--- src/rtl/axi_llc_burst_joiner.sv ---
// Joins per-cache-line write completions into one merged AXI B beat per burst.
// state    | meaning
// IDLE     | no partial burst held; next piece starts a new burst
// ACCUM    | first piece(s) of a burst absorbed, waiting for the x_last piece
module axi_llc_burst_joiner #(
    parameter int IdWidth   = 6,
    parameter int UserWidth = 4,
    parameter int FifoDepth = 2,
    parameter int CntWidth  = 8
) (
    input  logic                 clk_i,
    input  logic                 rst_i,
    input  logic                 piece_valid_i,
    output logic                 piece_ready_o,
    input  logic [IdWidth-1:0]   piece_id_i,
    input  logic [UserWidth-1:0] piece_user_i,
    input  logic [1:0]           piece_resp_i,
    input  logic                 piece_last_i,
    output logic                 b_valid_o,
    input  logic                 b_ready_i,
    output logic [IdWidth-1:0]   b_id_o,
    output logic [UserWidth-1:0] b_user_o,
    output logic [1:0]           b_resp_o,
    output logic [CntWidth-1:0]  b_pieces_o,
    output logic                 id_err_o,
    output logic                 busy_o
);

    localparam logic [0:0] ST_IDLE  = 1'b0;
    localparam logic [0:0] ST_ACCUM = 1'b1;

    localparam int PtrW = (FifoDepth > 1) ? $clog2(FifoDepth) : 1;
    localparam int OccW = $clog2(FifoDepth + 1);
    localparam logic [PtrW-1:0] LastPtr  = PtrW'(FifoDepth - 1);
    localparam logic [OccW-1:0] FullOcc  = OccW'(FifoDepth);
    localparam logic [CntWidth-1:0] CntMax = '1;

    localparam logic [1:0] RESP_OKAY   = 2'b00;
    localparam logic [1:0] RESP_EXOKAY = 2'b01;

    logic [0:0]           r_state;
    logic [IdWidth-1:0]   r_id;
    logic [UserWidth-1:0] r_user;
    logic [1:0]           r_err_max;
    logic                 r_all_ex;
    logic [CntWidth-1:0]  r_cnt;
    logic                 r_id_err;

    logic [IdWidth-1:0]   r_fifo_id     [FifoDepth];
    logic [UserWidth-1:0] r_fifo_user   [FifoDepth];
    logic [1:0]           r_fifo_resp   [FifoDepth];
    logic [CntWidth-1:0]  r_fifo_pieces [FifoDepth];
    logic [PtrW-1:0]      r_wptr;
    logic [PtrW-1:0]      r_rptr;
    logic [OccW-1:0]      r_occ;

    logic                 w_full;
    logic                 w_empty;
    logic                 w_accept;
    logic                 w_push;
    logic                 w_pop;
    logic [1:0]           w_piece_err;
    logic [1:0]           w_err_max;
    logic                 w_all_ex;
    logic [CntWidth-1:0]  w_cnt;
    logic [1:0]           w_merged_resp;
    logic [IdWidth-1:0]   w_push_id;
    logic [UserWidth-1:0] w_push_user;
    logic                 w_id_mismatch;

    function automatic logic [PtrW-1:0] f_next_ptr(input logic [PtrW-1:0] p);
        return (p == LastPtr) ? '0 : p + 1'b1;
    endfunction

    assign w_full        = (r_occ == FullOcc);
    assign w_empty       = (r_occ == '0);
    assign piece_ready_o = !w_full;
    assign w_accept      = piece_valid_i && piece_ready_o;
    assign w_push        = w_accept && piece_last_i;
    assign w_pop         = b_valid_o && b_ready_i;

    // Only SLVERR/DECERR contribute to err_max; they encode in ascending severity.
    assign w_piece_err   = piece_resp_i[1] ? piece_resp_i : RESP_OKAY;
    assign w_id_mismatch = (piece_id_i != r_id) || (piece_user_i != r_user);

    always_comb begin
        w_err_max   = w_piece_err;
        w_all_ex    = (piece_resp_i == RESP_EXOKAY);
        w_cnt       = CntWidth'(1);
        w_push_id   = piece_id_i;
        w_push_user = piece_user_i;
        if (r_state == ST_ACCUM) begin
            w_err_max   = (w_piece_err > r_err_max) ? w_piece_err : r_err_max;
            w_all_ex    = r_all_ex && (piece_resp_i == RESP_EXOKAY);
            w_cnt       = (r_cnt == CntMax) ? r_cnt : r_cnt + 1'b1;
            w_push_id   = r_id;
            w_push_user = r_user;
        end
    end

    assign w_merged_resp = (w_err_max != RESP_OKAY) ? w_err_max :
                           (w_all_ex ? RESP_EXOKAY : RESP_OKAY);

    always_ff @(posedge clk_i) begin
        if (rst_i) begin
            r_state   <= ST_IDLE;
            r_id      <= '0;
            r_user    <= '0;
            r_err_max <= '0;
            r_all_ex  <= 1'b0;
            r_cnt     <= '0;
            r_id_err  <= 1'b0;
        end else begin
            r_id_err <= w_accept && (r_state == ST_ACCUM) && w_id_mismatch;
            if (w_accept) begin
                if (piece_last_i) begin
                    r_state <= ST_IDLE;
                end else begin
                    r_state   <= ST_ACCUM;
                    r_err_max <= w_err_max;
                    r_all_ex  <= w_all_ex;
                    r_cnt     <= w_cnt;
                    // The first piece defines the burst identity; later mismatches only flag.
                    if (r_state == ST_IDLE) begin
                        r_id   <= piece_id_i;
                        r_user <= piece_user_i;
                    end
                end
            end
        end
    end

    always_ff @(posedge clk_i) begin
        if (w_push) begin
            r_fifo_id[r_wptr]     <= w_push_id;
            r_fifo_user[r_wptr]   <= w_push_user;
            r_fifo_resp[r_wptr]   <= w_merged_resp;
            r_fifo_pieces[r_wptr] <= w_cnt;
        end
    end

    always_ff @(posedge clk_i) begin
        if (rst_i) begin
            r_wptr <= '0;
            r_rptr <= '0;
            r_occ  <= '0;
        end else begin
            if (w_push) begin
                r_wptr <= f_next_ptr(r_wptr);
            end
            if (w_pop) begin
                r_rptr <= f_next_ptr(r_rptr);
            end
            if (w_push && !w_pop) begin
                r_occ <= r_occ + 1'b1;
            end else if (!w_push && w_pop) begin
                r_occ <= r_occ - 1'b1;
            end
        end
    end

    // Fields read as zero while empty so stale or unwritten storage never shows.
    assign b_valid_o  = !w_empty;
    assign b_id_o     = w_empty ? '0 : r_fifo_id[r_rptr];
    assign b_user_o   = w_empty ? '0 : r_fifo_user[r_rptr];
    assign b_resp_o   = w_empty ? '0 : r_fifo_resp[r_rptr];
    assign b_pieces_o = w_empty ? '0 : r_fifo_pieces[r_rptr];
    assign id_err_o   = r_id_err;
    assign busy_o     = (r_state == ST_ACCUM);

endmodule

--- config.mk ---
export PLATFORM = sky130hd
export DESIGN_NAME = axi_llc_burst_joiner
export DESIGN_NICKNAME = d
export VERILOG_FILES = /design/src/rtl/axi_llc_burst_joiner.sv
export SDC_FILE = /design/constraint.sdc
export NUM_CORES = 1
export LEC_CHECK = 0
export CORE_ASPECT_RATIO = 1.2
export CORE_MARGIN = 5
export CORE_UTILIZATION = 30
export CTS_CLUSTER_DIAMETER = 50
export CTS_CLUSTER_SIZE = 30
export DETAILED_ROUTE_END_ITERATION = 8
export GPL_TIMING_DRIVEN = 0
export SLEW_MARGIN = 20
export SYNTH_ARGS = -nofsm -noshare
export SYNTH_HDL_FRONTEND = slang
export SYNTH_SLANG_ARGS = --single-unit
--- constraint.sdc ---
create_clock -name clk_i -period 2.1 [get_ports clk_i]
set_clock_uncertainty 0.05 [all_clocks]
set_input_delay 0.525 -clock clk_i [delete_from_list [all_inputs] [get_ports clk_i]]
set_output_delay 0.525 -clock clk_i [all_outputs]
set_load 0.05 [all_outputs]
[Word-level counts from Yosys, hierarchy flattened]
Memory sizes are Yosys's and may differ from the RTL's. A register that Yosys moved wholly into a read port is not among the register bits.
Index checks and enable logic that the tools add are counted.
Storage, ports and cells
  register bits: 27
  bits of input ports: 17
  output and inout port bits: 24
  bits in writable memories: 40
  memories: 4
  logic and storage cells: 72
Memory list
  r_fifo_pieces: words 2, bits a word 8, read ports 1, clocked after Yosys merged registers in 1, write ports 1, RTL line 52  | logic [CntWidth-1:0] r_fifo_pieces [FifoDepth];
  r_fifo_id: words 2, bits a word 6, read ports 1, clocked after Yosys merged registers in 1, write ports 1, RTL line 49  | logic [IdWidth-1:0] r_fifo_id [FifoDepth];
  r_fifo_user: words 2, bits a word 4, read ports 1, clocked after Yosys merged registers in 1, write ports 1, RTL line 50  | logic [UserWidth-1:0] r_fifo_user [FifoDepth];
  r_fifo_resp: words 2, bits a word 2, read ports 1, clocked after Yosys merged registers in 1, write ports 1, RTL line 51  | logic [1:0] r_fifo_resp [FifoDepth];
Operators by class
  bitwise operators: 1
  magnitude comparators: 1
  reductions and logical operators: 17
  add/subtract/negate cells: 5
  eq/ne operators: 5
  multiplexer cells: 29
Operators with widths (count)
  two-way mux 8 bit: 3
  two-way mux 1 bit: 15
  two-way mux 2 bit: 7
  two-way mux 6 bit: 2
  adder 8 x 1 -> 8 bit, second input constant: 1
  equality test 8 bit, second input constant: 1
  logical AND 1 bit: 8
  two-way mux 4 bit: 2
  != test 6 bit: 1
  logical NOT 1 bit: 4
  != test 4 bit: 1
  nonzero test 2 bit: 2
  adder 1 bit, second input constant: 2
  adder 2 x 1 -> 2 bit, second input constant: 1
  equality test 2 x 1 -> 1 bit, second input constant: 1
  equality test 2 bit, second input constant: 1
  > comparator 2 bit: 1
  logical NOT 2 bit: 1
  AND reduction 2 bit: 1
  subtractor 2 x 1 -> 2 bit, second input constant: 1
  logical OR 1 bit: 1
  NOT 1 bit: 1

[Depth between registers and ports, before layout]
Gate-level depths: netlist (run 1).
  word-level depth: 8
  gate-level depth with buffers: 7

[Worst setup path after synthesis (run 1)]
OpenSTA, ideal clock, no wires.
  kind: reg-to-reg
  start: register r_occ[0]
  end: memory r_fifo_id[0][0], enable pin
  setup time: 399 ps
  arrival time: 1957 ps
  data required time: 1651 ps
  clock period less this slack: 2406 ps
  path slack: -306 ps
  buffers on the path: 1
  stages on the path, launching flop included: 5
  cells stage by stage: dfxtp_1 -> nand2b_4 -> and3_1 -> clkbuf_1 -> nor2b_1
On the way
  cells in the longest elaborated chain, start to end: 6
RTL lines
  start, declared: RTL line 55  | logic [OccW-1:0] r_occ;
  start signal, assigned: RTL line 155  | r_occ <= r_occ + 1'b1;
  start signal, assigned: RTL line 157  | r_occ <= r_occ - 1'b1;
  equality test 2 bit: RTL line 75  | assign w_full = (r_occ == FullOcc);
  logical NOT 1 bit: RTL line 77  | assign piece_ready_o = !w_full;
  named net piece_ready_o: RTL line 14  | output logic piece_ready_o,
  logical AND 1 bit: RTL line 78  | assign w_accept = piece_valid_i && piece_ready_o;
  logical AND 1 bit: RTL line 79  | assign w_push = w_accept && piece_last_i;
  named net w_push: RTL line 60  | logic w_push;
  two-way mux 1 bit: RTL line 134  | if (w_push) begin
  two-way mux 1 bit (not written as such): RTL line 135  | r_fifo_id[r_wptr] <= w_push_id;
  end, declared: RTL line 49
The timed path passes the listed nets, and every way through them passes these cells.

[Worst setup path in the final report (run 1)]
  start: input port piece_resp_i[0]
  end: memory r_fifo_resp[0][0], data pin
On the way
  cells in the longest elaborated chain, start to end: 6
RTL lines
  start, declared: RTL line 17  | input logic [1:0] piece_resp_i,
  two-way mux 2 bit: RTL line 83  | assign w_piece_err = piece_resp_i[1] ? piece_resp_i : RESP_OKAY;
  > comparator 2 bit: RTL line 93  | w_err_max = (w_piece_err > r_err_max) ? w_piece_err : r_err_max;
  two-way mux 2 bit: RTL line 93
  two-way mux 2 bit: RTL line 92  | if (r_state == ST_ACCUM) begin
  nonzero test 2 bit: RTL line 101  | assign w_merged_resp = (w_err_max != RESP_OKAY) ? w_err_max :
  two-way mux 2 bit *: RTL line 101
  named net w_merged_resp[0]: RTL line 66  | logic [1:0] w_merged_resp;
  end, declared: RTL line 51
The timed path passes the listed nets; every way through them passes the cells marked *.

==> impl_metrics.json, run 1 <==
{
  "syn_area_per_cell_um2": 11.0,
  "cp.arrival_ns": 2.07,
  "path_buf_inv": 1,
  "hold_viol": 0,
  "met1_length_um": 3000,
  "cts_buffer_depth": 2,
  "share_comb_of_total_power_pct": 37.6,
  "dp_hpwl_um": 4710,
  "netlist_top_cells_area": "edfxtp_1, dfxtp_1, mux2i_1",
  "synth_edf_count": 40,
  "fp.dieH_um": 123,
  "slew_headroom_pct": 56.5,
  "initial_core_util_pct": 30.4,
  "min_to": "r_err_max[1]",
  "netlist_area_um2": 3180,
  "path_cells": "clkdlybuf4s50_1 > nand2_1 > ha_1 > nand2b_1 > a21oi_2 > nand2_1 > a32o_1",
  "cts_setup_buffers": 0,
  "synth_nets": 311,
  "r2r_start": "r_occ[0]",
  "core_area_um2": 10500,
  "ys.flop_type": "edfxtp_1",
  "crit_fanout": 4,
  "fin_hold_ws_ns": 0.407,
  "min_path_cells": 2,
  "worstReg2RegEnd": "r_occ[1]",
  "yosysSeqAreaShare_pct": 55.3,
  "num_io_pins": 41,
  "worst_pin_slew_ns": 0.652,
  "crit_required_ns": 2.12,
  "intPower_w": 0.00319,
  "slowest_delay_ns": 0.53,
  "ys_warn_count": 0,
  "dr.max_layer_used": "met4",
  "powerDensity_nw_per_um2": 1280,
  "regArea_um2": 1760,
  "regToRegSetupSlack_ns": 0.17,
  "crit_family": "buffers and inverters",
  "synth_cell_type_count": 48,
  "numCtsBuffers": 9,
  "maxCapViolations": 0,
  "synth-seq-cells": 68,
  "dp.cells": 457,
  "drv_slew": 0,
  "cts_sinks": 68,
  "cp_common_cell": "nand2_1",
  "period_needed_ns": 2.04,
  "routed_wl_um": 7050,
  "wl_met2_um": 3460,
  "rsz0062_at_grt": "false",
  "port_buffers": 39,
  "grt_max_degree": 21,
  "cts_root_buf": "clkbuf_16",
  "dieArea_um2": 12800,
  "multi_input_area_um2": 1340,
  "synth_top_area_share_pct": 37.7,
  "timing.setup.tns_ns": 0,
  "drtIter0Drc": 145,
  "final_cells": 473,
  "ir_worst_vdd_uv": 423,
  "preCtsSetupSlack_ns": -0.775,
  "switchingPower_w": 0.00193,
  "tritoncts": "yes",
  "drive_gt1_share_pct": 22.1,
  "startpoint_type": "input pin",
  "outcome": "completed",
  "viasPerCell": 4.83,
  "num_antenna_cells": 0,
  "async_reset_ff_share_pct": 0,
  "finalSetupViolCount": 0,
  "die_x_um": 104,
  "netlist_instances": 289,
  "swShare_pct": 37.8,
  "r2r_cells": 5,
  "grt_pass1_wl_um": 11400,
  "drc": 0,
  "drtPass1Iterations": 4,
  "power_leakage_nw": 1.41,
  "antenna_found_initial": 0,
  "clock.fmax_mhz": 490,
  "worst_setup_path_end_kind": "flop",
  "cts.clk_slew.worst_paths_ns": 0.05,
  "ant_nets": 0,
  "insertion_delay_ns": 0.33,
  "synth.top_cells.by_count": "edfxtp_1, nor2_1, nand2_1",
  "setup_ws_ns": 0.0581,
  "yosys.area.top_type": "edfxtp_1",
  "grt_use_total_pct": 11.6,
  "min_from": "r_err_max[1]",
  "nFillCells": 1037,
  "worstSetupPathType": "in -> reg",
  "hold_path_class": "reg -> reg",
  "gp_congestion": 0.742,
  "p_clk_share_pct": 29.9,
  "final_nets": 361,
  "wl_met3_um": 399,
  "yosys.cell_count.top_type": "edfxtp_1",
  "timing.final.crit_share_pct": 97.2,
  "vias": 2286,
  "area_growth_syn_to_layout_pct": 25.8,
  "ctsHtreeMaxLevel": 3,
  "routedWlPerCell_um": 14.9,
  "rows": 41,
  "grt_overflow": 0,
  "pwr-share-seq_pct": 32.5,
  "cp_slowest_cell": "clkdlybuf4s50_1",
  "grt_pass1_vias": 2257
}
-- worst register-to-register path, cell delays in order, from the launching register on --
cell and delay, ns:
dfxtp_1 0.47, nand2b_4 0.21, and3_1 0.32, ha_1 0.31, or3_1 0.35, a21oi_1 0.14
-- power by group through the flow --
stage | Combinational [W] | Sequential, W | Clock (W)
after detailed placement | 0.00205 | 0.00168 | 0
after floorplan | 0.00140 | 0.00167 | 0
after global routing | 0.00207 | 0.00168 | 0.00161
after global placement | 0.00204 | 0.00167 | 0
after CTS | 0.00196 | 0.00166 | 0.00156
final | 0.00192 | 0.00167 | 0.00153
-- layout by cell type (no fill, tap or decap), types with 4 or more instances in the layout --
| cell | netlist | layout |
|---|---|---|
| edfxtp_1 | 40 | 40 |
| nor2_1 | 37 | 36 |
| nand2_1 | 33 | 33 |
| dfxtp_1 | 28 | 27 |
| buf_2 | 5 | 22 |
| mux2i_1 | 20 | 20 |
| a21oi_1 | 20 | 19 |
| clkdlybuf4s50_1 | 0 | 15 |
| xnor2_1 | 10 | 10 |
| mux2_2 | 10 | 10 |
| clkbuf_16 | 0 | 10 |
| clkbuf_1 | 7 | 8 |
| o21ai_0 | 7 | 7 |
| xor2_1 | 6 | 6 |
| nand3_1 | 5 | 5 |
| ha_1 | 5 | 5 |
| buf_4 | 2 | 4 |
| nand4_1 | 4 | 4 |
| inv_1 | 4 | 4 |
| nor3_1 | 4 | 4 |
| a21oi_2 | 3 | 4 |
-- worst max-delay path by stage --
stage | startpoint | to | slack (ns) | cells past startpoint
CTS | piece_valid_i | r_occ[1] | 0.02 | 6
global placement | piece_valid_i | r_fifo_resp[0][0] | -0.74 | 4
global route | r_occ[0] | b_valid_o | 0.005 | 4
detailed placement | piece_valid_i | r_fifo_resp[0][0] | -0.78 | 4
floorplan | r_occ[0] | r_fifo_id[0][0] | 0.05 | 4
finish | piece_resp_i[0] | r_fifo_resp[0][0] | 0.06 | 7
-- cell type report --
class	count	share of cell area, %
buffer	16	3.09
clock buffer	15	6.97
clock inverter	1	0.750
inverter	5	0.469
multi-input combinational	200	33.3
sequential	68	44.0
tap	129	4.03
timing repair buffer	39	7.31
-- what timing repair did --
action / in CTS / in global routing
hold buffers: 0 / 0
endpoints found under the setup margin: 65 / 11
gates resized for setup: 123 / 2
cloned: 1 / 0
-- logic make-up after synthesis --
| group | share of synthesized area, % |
|---|---|
| mux | 9.83 |
| flops | 55.3 |
| buf+inv | 3.81 |
| fa+ha+maj | 1.97 |
| compound gates | 10.3 |
| xor+xnor | 4.40 |
| simple gates | 14.3 |
-- registers in the layout, indices dropped and copies added (netlist names), 4 cells and up, named ones only --
register,cells
r_fifo_pieces,16
r_fifo_user,8
r_id,6
r_fifo_resp,4
r_cnt,8
r_user,4
r_fifo_id,12
-- per-layer routing --
layer,vias up,track usage (%)
li1,1136,-
met1,1085,12.8
met2,54,19.9
met3,11,3.31
met4,0,6.56
met5,-,0
-- per-stage QoR --
stage	cell area, µm²	total power (W)	utilization, %
2_1_floorplan	3190	0.00307	-
3_3_place_gp	3740	0.00371	35.7
4_1_cts	4000	0.00518	38.3
3_5_place_dp	3740	0.00372	35.7
6_report	4000	0.00512	38.3
5_1_grt	4000	0.00536	38.3
Note: power is estimated with default switching activity, not from simulation.
==> run 2, diff against run 1 <==
Settings changed: ABC_CLOCK_PERIOD_IN_PS set to 2100, CAP_MARGIN set to 20.
==> results of run 2 <==
The final DEF is identical to that of run 1; final timing and power are the same.
==> run 3, diff against run 2 <==
Settings changed: GPL_ROUTABILITY_DRIVEN set to 0.
==> results of run 3 <==
The final DEF is identical to that of run 1; final timing and power are the same.
==> edit 1 (config.mk and constraints of run 1) <==
`CntWidth`: 8 -> 6.
--- a/src/rtl/axi_llc_burst_joiner.sv
+++ b/src/rtl/axi_llc_burst_joiner.sv
@@ -6,7 +6,7 @@
     parameter int IdWidth   = 6,
     parameter int UserWidth = 4,
     parameter int FifoDepth = 2,
-    parameter int CntWidth  = 8
+    parameter int CntWidth  = 6
 ) (
     input  logic                 clk_i,
     input  logic                 rst_i,
Interface: changed (resized b_pieces_o); port bits go from 41 to 39. The function was not compared with the original's and may differ.
==> edit 1 against run 1 <==
Critical path depth decreased by 3. Worst setup slack improved by 0.011 ns. Combinational power increased by 4%. Maximum frequency increased by 0.56%. Synthesized area decreased by 12%. Clock power decreased by 26%. Sequential cell count decreased by 6. Sequential share of layout area decreased by 0.093 points. Total power decreased by 9.0%. Final area decreased by 8.8%. Via count decreased by 11%. Global-route usage increased by 0.076 points. Die area decreased by 11%. Routed wire length decreased by 7.6%. Critical path type is now register to output pin.
==> edit 1: results (changes against run 1) <==
metric	value	unit	change
Filler cells	876		-16%
Lkg Pwr	0.00129	uW	-8.4%
Placer Congestion	0.841		+13%
Worst slew margin	57.9	%	+1.4 points
CTS Buffer Depth	2		unchanged
post-synthesis area per instance	10.9	um^2	-0.81%
Syn Nets	279		-10%
synth top area cells	edfxtp_1 (39%), dfxtp_1 (19%), mux2i_1 (6.4%)		
status	complete, no violations		
Iteration-0 DRC Markers	79		-46%
Worst EP arrival	1.46	ns	-0.61 ns
GRT Overall Usage	11.6	%	+0.076 points
Total Wirelength	6520	um	-7.6%
first-pass GRT wire length	10200	um	-9.9%
EDFF count, synth	36		-10%
placed cell count	414		-9.4%
biggest registers after layout	r_fifo_id: 12 flops, r_fifo_pieces: 12 flops, r_fifo_user: 8 flops		
Max Fanout on Critical Path	10		+6
hpwl dp	4270	um	-9.4%
most frequent cells after synthesis	edfxtp_1 (36), nand2_1 (36), nor2_1 (30)		
vias in the first global route	2063		-8.6%
share of cells above drive strength 1	27.6	%	+5.5 points
Place WS	-1.01	ns	-0.233 ns
number of max-cap violations	0		unchanged
Core Util, Final	40.2	%	+2.0 points
Worst R2R Setup Slack	0.32	ns	+0.15 ns
pin count of the biggest net entering global routing	19		-9.5%
sequential area share after synthesis	57.0	%	+1.7 points
post-synth cell types	37		-23%
placed cell areas	3360	um^2	-10%
Reg clk slew, reported paths	0.07	ns	+0.02 ns
drt first pass iters	6		+2
Worst R2R Path Depth	6		+1
PortBufs	37		-5.1%
Vias	2037		-11%
VDD IR max	0.391	mV	-7.6%
Root Buffer	clkbuf_8		
DR vias/cell	4.64		-4.0%
Final #Nets	336		-6.9%
[edit 1: worst max-delay path by stage]
stage	startpoint	endpoint	slack, ns	depth (start not counted)
final	r_occ[0]	b_valid_o	0.07	4
after global placement	r_occ[1]	b_pieces_o[0]	-0.99	4
after floorplan	r_occ[1]	b_valid_o	-0.02	3
after CTS	r_occ[0]	b_valid_o	-0.005	4
after detailed placement	r_occ[1]	b_pieces_o[1]	-1.01	4
after global routing	r_occ[0]	b_valid_o	-0.002	4
[edit 1: cell families (layout without fill, tap and decap cells)]
logic type / Yosys count / after routing / synth area share, %
and+or+nand+nor: 88 / 88 / 14.0
DFF: 62 / 62 / 57.0
AOI/OAI and AO/OA: 42 / 42 / 8.96
muxes: 28 / 28 / 10.4
buffers and inverters: 17 / 79 / 2.67
xor gates and xnor gates: 15 / 15 / 4.68
adders and majority gates: 5 / 5 / 2.23
[edit 1: what timing repair did]
action	4_1_cts	5_1_grt
pin swaps	1	0
hold endpoints to repair	0	0
setup buffers	5	2
resized for setup	116	10
cloned	1	1
endpoints found under the setup margin	59	36
[edit 1: metal layers]
metal / GRT usage (%) / part of all wire (%) / vias up
li1: - / - / 1024
met1: 13.7 / 44 / 958
met2: 19.8 / 50 / 46
met3: 3.73 / 5.0 / 9
met4: 4.74 / 1.3 / 0
met5: 0 / 0 / -
[edit 1: critical path: stages (launching register included)]
cell and delay, ns:
dfxtp_2 0.36, nor2_4 0.17, clkbuf_8 0.22, inv_1 0.05, clkdlybuf4s15_2 0.32
[edit 1: layout make-up]
type | instances | share of cell area [%]
clock buffer | 9 | 3.39
multi-input combinational | 178 | 32.8
clock inverter | 7 | 2.43
inverter | 5 | 0.514
sequential | 62 | 43.9
buffer | 12 | 2.53
timing repair buffer | 46 | 10.3
tap | 120 | 4.11
[edit 1: per-stage QoR]
step | TNS (ns) | power [uW] | hold slack (ns)
2_1_floorplan | -0.0224 | 2860 | 0.386
3_3_place_gp | -38.20 | 3440 | 0.397
3_5_place_dp | -38.77 | 3460 | 0.403
4_1_cts | -0.00500 | 4600 | 0.413
5_1_grt | -0.00180 | 4880 | 0.445
6_report | 0 | 4660 | 0.411
[edit 1: power breakdown]
part	total, uW	leakage [uW]	internal, uW	switching, uW
combinational	2000	0.000651	703	1300
sequential	1530	0.000541	1440	91.6
clock	1130	0.000103	659	470
==> edit 2 (flow settings as in run 1) <==
Made on the original files. The output `id_err_o` loses its register stage (`r_id_err` becomes a continuous assignment).
--- a/src/rtl/axi_llc_burst_joiner.sv
+++ b/src/rtl/axi_llc_burst_joiner.sv
@@ -109,9 +109,7 @@
             r_err_max <= '0;
             r_all_ex  <= 1'b0;
             r_cnt     <= '0;
-            r_id_err  <= 1'b0;
         end else begin
-            r_id_err <= w_accept && (r_state == ST_ACCUM) && w_id_mismatch;
             if (w_accept) begin
                 if (piece_last_i) begin
                     r_state <= ST_IDLE;
@@ -129,6 +127,8 @@
             end
         end
     end
+
+    assign r_id_err = w_accept && (r_state == ST_ACCUM) && w_id_mismatch;
 
     always_ff @(posedge clk_i) begin
         if (w_push) begin
Behaviour: not the same (Yosys sat finds a counterexample within 4 cycles, from zero or initial values and one cycle with rst_i high).
==> edit 2 against run 1 <==
Global-route usage shrank 0.38 points. Sequential cell count shrank 1. Final area shrank 0.59%. Synthesized area shrank 0.43%. Maximum frequency shrank 2.1%. Non-clock buffer count grew 2. Routed wire length shrank 3.2%. Largest cell class unchanged. Total power shrank 1.7%. Worst setup slack lost 0.043 ns.
==> edit 2: results (changes against run 1) <==
metric	value	unit	change
placed cell areas	3730	um^2	-0.27%
Lkg Pwr	0.00145	uW	+2.9%
Final #Nets	362		+0.28%
biggest registers after layout	r_fifo_pieces: 16 flops, r_fifo_id: 12 flops		
Syn Nets	313		+0.64%
htree depth	3		unchanged
CTS Buffer Depth	2		unchanged
most common flop cell mapped by yosys	edfxtp_1		
FFs w/ async S/R, synth	0	%	unchanged
WL/cell	14.4	um	-3.4%
hpwl dp	4780	um	+1.5%
drt first pass iters	4		unchanged
share of cells above drive strength 1	24.9	%	+2.8 points
Setup Buffers After CTS	0		unchanged
pin count of the biggest net entering global routing	21		unchanged
worst hold path type	register to register		
Reg clk slew, reported paths	0.05	ns	about the same
PortBufs	39		unchanged
Worst slew margin	58.0	%	+1.4 points
first-pass GRT wire length	11000	um	-2.9%
Iteration-0 DRC Markers	165		+14%
Place WS	-0.854	ns	-0.0791 ns
Placer Congestion	0.849		+14%
Max Fanout on Critical Path	2		-2
sequential area share after synthesis	55.0	%	-0.39 points
GRT Overall Usage	11.2	%	-0.38 points
Synth Warn #	0		unchanged
Worst EP arrival	1.51	ns	-0.56 ns
post-synth cell types	44		-8.3%
Vias	2240		-2.0%
synth top area cells	edfxtp_1 (38%), dfxtp_1 (17%), mux2i_1 (6.3%)		
VDD IR max	0.435	mV	+2.8%
most frequent cells after synthesis	edfxtp_1 (40), nor2_1 (38), nand2_1 (32)		
Root Buffer	clkbuf_16		
EDFF count, synth	40		unchanged
Clk Latency, worst-skew pair	0.33	ns	about the same
initial antenna violation count	0		unchanged
status	complete, no violations		
hold_buf cts	0		unchanged
CTS Buf Count	9		unchanged
ant diodes	0		unchanged
[edit 2: changes by cell type in the layout (fill, tap and decap cells not counted), sizes merged, moves of 3 or more]
cell and change:
clkinv +3, clkdlybuf4s50 -12, xor2 +4, buf +3
xnor2 -4, dlygate4sd2 +5
[edit 2: cell families (layout without fill, tap and decap cells)]
family	Yosys count	count (layout)	synth area share (%)
XOR/XNOR	16	16	4.42
adder cells (fa/ha/maj)	5	5	1.97
flip-flops	67	67	55.0
multiplexers	30	30	9.87
AND/OR/NAND/NOR	100	100	14.1
AO/OA/AOI/OAI	49	49	10.5
buffers and inverters	24	78	4.22
[edit 2: final timing paths]
check	start	end	slack [ns]	depth (start not counted)
min reg2reg	r_err_max[1]	r_err_max[1]	0.42	2
min	r_err_max[1]	r_err_max[1]	0.42	2
max reg2reg	r_occ[0]	r_fifo_pieces[0][1]	0.17	5
max	piece_user_i[2]	id_err_o	0.02	5
[edit 2: layout make-up]
class	instances	area (um^2)
inverter	5	18.8
multi-input combinational	200	1340
clock inverter	6	56.3
fill	1013	6430
sequential	67	1740
buffer	18	165
timing repair buffer	39	270
tap	129	161
clock buffer	10	229
[edit 2: stage by stage]
stage               instances  util (%)  setup TNS, ns
detailed placement        459      35.8         -39.26
CTS                       474      38.3        -0.0460
global route              474      38.2        -0.0162
floorplan                 291         -         -0.284
global placement          459      35.8         -38.20
finish                    474      38.2              0
[edit 2: worst max-delay path, cell delays in order]
cell	delay [ns]
clkdlybuf4s15_1	0.22
xor2_1	0.18
nor4_2	0.31
a21oi_2	0.11
buf_6	0.16
[edit 2: metal layers]
metal	up-vias	GRT usage, %	routed length [um]
li1	1136	-	-
met1	1058	12.8	2940
met2	38	18.8	3430
met3	8	3.52	323
met4	0	5.83	129
met5	-	0	0
[edit 2: where the power goes]
part / switching (uW) / leakage [uW] / internal [uW] / total (uW)
clock: 528 / 0.000146 / 909 / 1440
sequential: 84.0 / 0.000587 / 1550 / 1630
combinational: 1350 / 0.000721 / 616 / 1960
total: 1960 / 0.00145 / 3070 / 5030
[edit 2: timing repair]
item,4_1_cts,5_1_grt
pin swaps,8,8
endpoints found under the setup margin,65,35
resized for setup,147,15
